### src/rtl/updown_mod_counter.sv
// updown_mod_counter: loadable up/down modulo counter with 0..MAX range.
// Options:
//   - SATURATE selects whether the count wraps or holds at either end of the range.
//   - `UPDOWN_MOD_COUNTER_OVF_EN (optional, off by default) adds a sticky overflow
//     flag. The flag is set one cycle after a wrap/saturate pulse and is cleared
//     by clr_ovf.
// tc is combinational. q, wrap and ovf are registered. reset is async active-high.
module updown_mod_counter #(
    parameter int WIDTH    = 4,
    parameter int MAX      = 15,
    parameter int SATURATE = 0
) (
    input  logic             clk,
    input  logic             reset,
    input  logic             en,
    input  logic             up,
    input  logic             load,
    input  logic [WIDTH-1:0] load_val,
    input  logic             clr_ovf,
    output logic [WIDTH-1:0] q,
    output logic             tc,
    output logic             wrap,
    output logic             ovf
);

    localparam logic [WIDTH-1:0] TOP = WIDTH'(MAX);

    logic             at_top;
    logic             at_bot;
    logic [WIDTH-1:0] ld_clip;
    logic [WIDTH-1:0] q_nxt;

    assign at_top = (q == TOP);
    assign at_bot = (q == '0);
    assign tc     = en & ((up & at_top) | (~up & at_bot));

    // next count: load beats enable, enable beats hold; the ends wrap or stick
    always_comb begin
        ld_clip = (load_val > TOP) ? TOP : load_val;
        q_nxt   = q;
        if (load) begin
            q_nxt = ld_clip;
        end else if (en) begin
            if (up)
                q_nxt = at_top ? ((SATURATE != 0) ? TOP : '0) : q + WIDTH'(1);
            else
                q_nxt = at_bot ? ((SATURATE != 0) ? '0 : TOP) : q - WIDTH'(1);
        end
    end

    // count register and one-cycle end-of-range pulse (suppressed by a load)
    always_ff @(posedge clk or posedge reset) begin
        if (reset) begin
            q    <= '0;
            wrap <= 1'b0;
        end else begin
            q    <= q_nxt;
            wrap <= tc & ~load;
        end
    end

`ifdef UPDOWN_MOD_COUNTER_OVF_EN
    // sticky flag follows the registered pulse; a fresh pulse beats a clear
    always_ff @(posedge clk or posedge reset) begin
        if (reset)
            ovf <= 1'b0;
        else
            ovf <= wrap | (ovf & ~clr_ovf);
    end
`else
    logic unused_clr_ovf;
    assign unused_clr_ovf = clr_ovf;
    assign ovf            = 1'b0;
`endif

endmodule

### config.mk
export PLATFORM = sky130hd
export DESIGN_NAME = updown_mod_counter
export DESIGN_NICKNAME = d
export VERILOG_FILES = /design/src/rtl/updown_mod_counter.sv
export SDC_FILE = /design/constraint.sdc
export NUM_CORES = 1
export LEC_CHECK = 0
export ABC_AREA = 1
export CORE_AREA = 2 2 39 41
export CTS_CLUSTER_SIZE = 16
export DETAILED_ROUTE_END_ITERATION = 10
export DIE_AREA = 0 0 41 43
export GPL_TIMING_DRIVEN = 1
export PLACE_DENSITY = 0.61
export SYNTH_ARGS = -nofsm -noshare
export SYNTH_HDL_FRONTEND = slang
export SYNTH_SLANG_ARGS = --single-unit
### constraint.sdc
create_clock -name clk -period 1.23 [get_ports clk]
set_clock_uncertainty 0.15 [all_clocks]
set_input_delay 0.246 -clock clk [delete_from_list [all_inputs] [get_ports clk]]
set_output_delay 0.246 -clock clk [all_outputs]
set_load 0.01 [all_outputs]
==> results_dict.tcl, run 1 <==
set metrics [dict create \
    io_pins 17 \
    grt_pass1_vias 521 \
    busiest_layer "met2" \
    cap_violations 0 \
    clk_pin_slew_ns 0.04 \
    hold_buffers 0 \
    grt_util_met2 0.2938 \
    syn-cell-area_um2 386.6 \
    syn2layout_area_growth_pct 146.6 \
    syn_inst 54 \
    dpl.cell_count 99 \
    layout_commonest_cell "buf_4" \
    fin_crit_ns 1.730 \
    r2r-end "wrap" \
    grt_remaining_overflow 0 \
    start_util 0.2794 \
    clkSinkCount 5 \
    outcome "finished with violations" \
    ys_types 18 \
    final_core_util 0.6890 \
    yosysWarnings 0 \
    fillCellCount 107 \
    die_area_um2 1763 \
    setup_ws_ns -0.4998 \
    rrSetupSlack_ns -0.37 \
    die_y_um 43 \
    grt_antenna_before_repair 0 \
    finalHoldViolations 0 \
    ys_seq_area_frac 0.3236 \
    multi_input_area_um2 317.8 \
    drtIter0Drc 5 \
    fin_crit_sh 1.406 \
    required_ns 0.83 \
    final_nets 118 \
    cts.path.max_buffers 2 \
    die_x_um 41 \
    met3_usage 0.08901 \
    grt_pass1_wl_um 2097 \
    path_max_fanout 3 \
    viasPerCell 4.554 \
    rsz0062_at_grt "yes" \
    hp-class "in -> async" \
    track_usage 0.1813 \
    grt_max_degree 6 \
    power_density_nw_per_um2 960.8 \
    ant_nets 0 \
    avgSynthCellArea_um2 7.160 \
    drc_errors 0 \
    worstPathArrival_ns 1.33 \
    final_max_slew_viol_count 0 \
    drive_above_1_share 0.6000 \
    drt_wl_total_um 1519 \
    cts_inserted_buffers 3 \
    synth_fp_nets 66 \
    antenna_cells 0 \
    hold_slack_ns 0.04817 \
    ir_drop_uv 843.5 \
    setup_viol 10 \
    post_drt_wl_per_cell_um 12.55 \
    first_pass_iters 4 \
    seqCellArea_um2 127.6 \
    cts_tree "yes" \
    reg2reg_depth 9 \
    power.leakage_uw 0.0004904 \
    final_cell_mix "buf_4, buf_6, nand2_1, inv_1, clkdlybuf4s50_1" \
    final_cells 121 \
    grtUsageMet1 0.2045 \
    insertion_delay_ns 0.24 \
    worstSetupStartpointType "register" \
    rr_startpoint "q[0]" \
    io_buffers 14 \
    via_count 551 \
    end_kind "primary output" \
    core_um2 1384 \
    fmax_mhz 578.1 \
    crit_type "reg -> out" \
    violations "setup timing" \
    htreeDepth 1 \
    hpwl_um 838.4 \
    ys_seq_elements 5 \
    root_buffer "clkbuf_4" \
    placementRows 14 \
    gp_congestion 0.7327 \
]
cell families after synthesis:
family	share of synthesized area
flip-flops	0.3236
AND/OR/NAND/NOR	0.3107
adder cells (fa/ha/maj)	0.06471
buffers and inverters	0.1165
other	0.009699
AO/OA/AOI/OAI	0.1294
XOR/XNOR	0.04532
power by group:
part / total, uW / internal, uW / leakage [uW] / switching, uW
sequential: 212 / 185 / 0.0000600 / 26.6
clock: 195 / 123 / 0.0000150 / 72.0
combinational: 509 / 303 / 0.000415 / 207
routing by layer:
metal,share of wire,vias to the layer above
met5,0,-
met4,0.019,0
met3,0.072,4
met2,0.54,23
met1,0.37,248
li1,-,276
per-stage QoR:
stage          TNS (ns)  total power [uW]  area (um2)  setup WS, ns
4_1_cts          -2.316             819.6       842.1       -0.5054
3_5_place_dp     -3.220             518.0       680.7       -0.8682
5_1_grt          -3.374             976.6       953.4       -0.5581
3_3_place_gp     -3.189             516.1       680.7       -0.8542
2_1_floorplan   -0.4053             340.8       407.9       -0.1712
6_report         -2.873             916.1       953.4       -0.4998
cell usage after synthesis:
cell / count / area (um2)
nand2_1: 15 / 56.30
inv_1: 10 / 37.54
dfrtp_1: 5 / 125.1
nand3_1: 5 / 25.02
a22oi_1: 3 / 22.52
ha_1: 2 / 25.02
nor2_1: 2 / 7.510
xor2_1: 2 / 17.52
a21oi_1: 1 / 5.000
a21oi_2: 1 / 8.760
and2_1: 1 / 6.260
buf_4: 1 / 7.510
conb_1: 1 / 3.750
nand2_2: 1 / 6.260
nand4_1: 1 / 6.260
nand4_2: 1 / 12.51
o21ai_1: 1 / 5.000
o221ai_1: 1 / 8.760
worst max-delay path by stage:
stage,startpoint,end,slack (ns)
after floorplan,q[1],tc,-0.17
after global placement,up,tc,-0.85
after detailed placement,up,tc,-0.87
after CTS,q[1],tc,-0.51
after global routing,q[1],tc,-0.56
final,q[1],tc,-0.50
worst max-delay path: stages (launching register included):
cell	delay, ns
dfrtp_2	0.44
inv_2	0.09
ha_4	0.16
nand4_4	0.09
a21oi_4	0.16
buf_2	0.14
registers in the layout, summed over array words and instances (netlist names):
signal and cells:
q 4, wrap 1
cell type report:
| class | instances | share of cell area |
|---|---|---|
| tap | 16 | 0.02100 |
| sequential | 5 | 0.1339 |
| multi-input combinational | 38 | 0.3333 |
| clock buffer | 4 | 0.02756 |
| inverter | 10 | 0.03937 |
| timing repair buffer | 48 | 0.4449 |
what timing repair did:
action,in CTS,in global routing
resized for setup,38,17
buffers inserted,11,7
pin swaps,8,8
endpoints found under the setup margin,11,11
Power figures use the tool's default switching activity.
==> run 2: changes to the inputs <==
Settings changed: ABC_AREA 1 to default, PLACE_DENSITY 0.61 to 0.63, SKIP_CTS_REPAIR_TIMING from default to 1.
==> results_dict.tcl, run 2 <==
set metrics [dict create \
    clkSinkCount 5 \
    r2r-end "q[0]" \
    final_core_util 0.5326 \
    met3_usage 0.07853 \
    synth_xor_area_frac 0.04308 \
    via_count 456 \
    violations "setup timing" \
    worstSetupStartpointType "register" \
    crit_type "reg -> out" \
    path_max_fanout 2 \
    dpl_cell_area_um2 666.9 \
    grt_antenna_before_repair 0 \
    cp.depth 6 \
    grt_remaining_overflow 0 \
    clk_pin_slew_ns 0.04 \
    crit_end "tc" \
    dpl.cell_count 88 \
    avgSynthCellArea_um2 8.652 \
    gp_congestion 0.8089 \
    grtUsageMet1 0.1774 \
    cts_inserted_buffers 3 \
    syn2layout_area_growth_pct 81.23 \
    yosys.area_share.simple 0.1877 \
    grt_max_degree 9 \
    antenna_cells 0 \
    setup_ws_ns -0.7531 \
    end_kind "primary output" \
    hp-class "in -> async" \
    required_ns 0.83 \
    drive_above_1_share 0.4875 \
    cap_violations 0 \
    grt_pass1_vias 423 \
    ys_seq_area_frac 0.3077 \
    multi_input_area_um2 261.5 \
    ys_types 27 \
    cpPeakStageDelay_ns 0.41 \
    fmax_mhz 504.3 \
    track_usage 0.1427 \
    core_um2 1384 \
    first_pass_iters 3 \
    die_area_um2 1763 \
    cp_top_family "simple AND/OR/NAND/NOR gates" \
    setup_viol 10 \
    cts_tree "yes" \
    fillCellCount 141 \
    grt_util_met2 0.2250 \
    fin_crit_ns 1.983 \
    hpwl_um 822.6 \
    worstPathArrival_ns 1.59 \
    reg_top3 "q: 4 flops, wrap: 1 flops" \
    ir_drop_uv 528.2 \
    layout_commonest_cell "buf_4" \
    critPathBufInv 2 \
    outcome "finished with violations" \
    syn-cell-area_um2 406.6 \
    regMostFlops "q" \
    io_buffers 14 \
    final_max_slew_viol_count 0 \
    synth_compound_area_frac 0.2369 \
    crit_start "q[1]" \
    io_pins 17 \
    start_util 0.2939 \
    rsz0062_at_grt "yes" \
    ys_top_cells_by_count "dfrtp_1, inv_1, nand2_1, o21ai_0, a21oi_1" \
    synth_area_leader_cell "dfrtp_1" \
    grt_pass1_wl_um 1697 \
    yosysWarnings 0 \
    synth.area.mux_share 0.05231 \
    htreeDepth 1 \
    drc_errors 0 \
    async_flop_share 1.000 \
    reg2reg_depth 7 \
    final_cell_mix "buf_4, clkdlybuf4s50_1, buf_6, nand2_1" \
    drt_wl_total_um 1036 \
    die_y_um 43 \
    syn_inst 47 \
    synth_fp_nets 59 \
    ys_seq_elements 5 \
    root_buffer "clkbuf_4" \
    cts.path.max_buffers 2 \
    viasPerCell 4.750 \
    final_nets 93 \
    synth_ff_type "dfrtp_1" \
    largest_reg_flops 4 \
    post_drt_wl_per_cell_um 10.79 \
    drtIter0Drc 8 \
    synth_top_family_by_area "compound AO/OA/AOI/OAI gates" \
    ant_nets 0 \
    busiest_layer "met2" \
    design_area_um2 737.0 \
    die_x_um 41 \
    synth_edf_count 0 \
    finalHoldViolations 0 \
    insertion_delay_ns 0.24 \
    hold_slack_ns 0.05439 \
    yosys.area.top_type_share 0.3077 \
    placementRows 14 \
    crit_path_top_delay_cell "dfrtp_2" \
    seqCellArea_um2 127.6 \
    rr_startpoint "q[0]" \
    fin_crit_sh 1.612 \
    worstPathCellList "inv_2, ha_4, or3b_4, o21ai_1, and2_4, buf_6" \
    yosys.area_share.adder 0.06154 \
    power_density_nw_per_um2 1023 \
    yosys-top-cells-area "dfrtp_1, ha_1, o21ai_0, inv_1, xnor2_1" \
    rrSetupSlack_ns -0.53 \
    power.leakage_uw 0.0003579 \
    final_cells 96 \
]
==> run 2: cells by family (layout without fill, tap and decap cells) <==
logic type | after synthesis | in the layout
compound gates | 14 | 14
mux | 2 | 2
simple gates | 13 | 13
buf+inv | 8 | 41
xor+xnor | 2 | 2
fa+ha+maj | 2 | 2
flops | 5 | 5
other cells | 1 | 1
==> run 2: through the flow <==
| stage | setup slack (ns) | total power, uW | TNS (ns) |
|---|---|---|---|
| after floorplan | -0.4922 | 364.6 | -1.874 |
| final | -0.7531 | 753.7 | -2.846 |
| after CTS | -1.190 | 722.0 | -5.331 |
| after global placement | -1.012 | 528.5 | -4.055 |
| after global routing | -0.8177 | 816.1 | -3.413 |
| after detailed placement | -1.019 | 530.2 | -4.111 |
==> run 2: area by class of cell <==
type,count,share of cell area
flip-flops and latches,5,0.1732
well taps,16,0.02716
inverters,5,0.02547
multi-input cells,34,0.3548
clock buffers,4,0.03565
repair buffers,32,0.3837
==> run 2: per-layer routing <==
layer / vias up / wire length [um] / share of wire
met4: 0 / 0 / 0
met1: 217 / 450 / 0.43
li1: 226 / - / -
met5: - / 0 / 0
met3: 0 / 66 / 0.064
met2: 13 / 519 / 0.50
==> run 2: how the worst min path moves through the flow <==
| stage | from | end | cells after the start |
|---|---|---|---|
| after global placement | reset | wrap | 2 |
| after global routing | reset | wrap | 2 |
| after detailed placement | reset | wrap | 2 |
| after floorplan | reset | q[2] | 1 |
| after CTS | reset | wrap | 2 |
| final | reset | wrap | 2 |
==> run 2: where the power goes <==
group | total [uW] | internal, uW | switching (uW)
Combinational | 364 | 217 | 147
Sequential | 202 | 185 | 16.4
Clock | 188 | 123 | 65.3
Total | 754 | 525 | 229
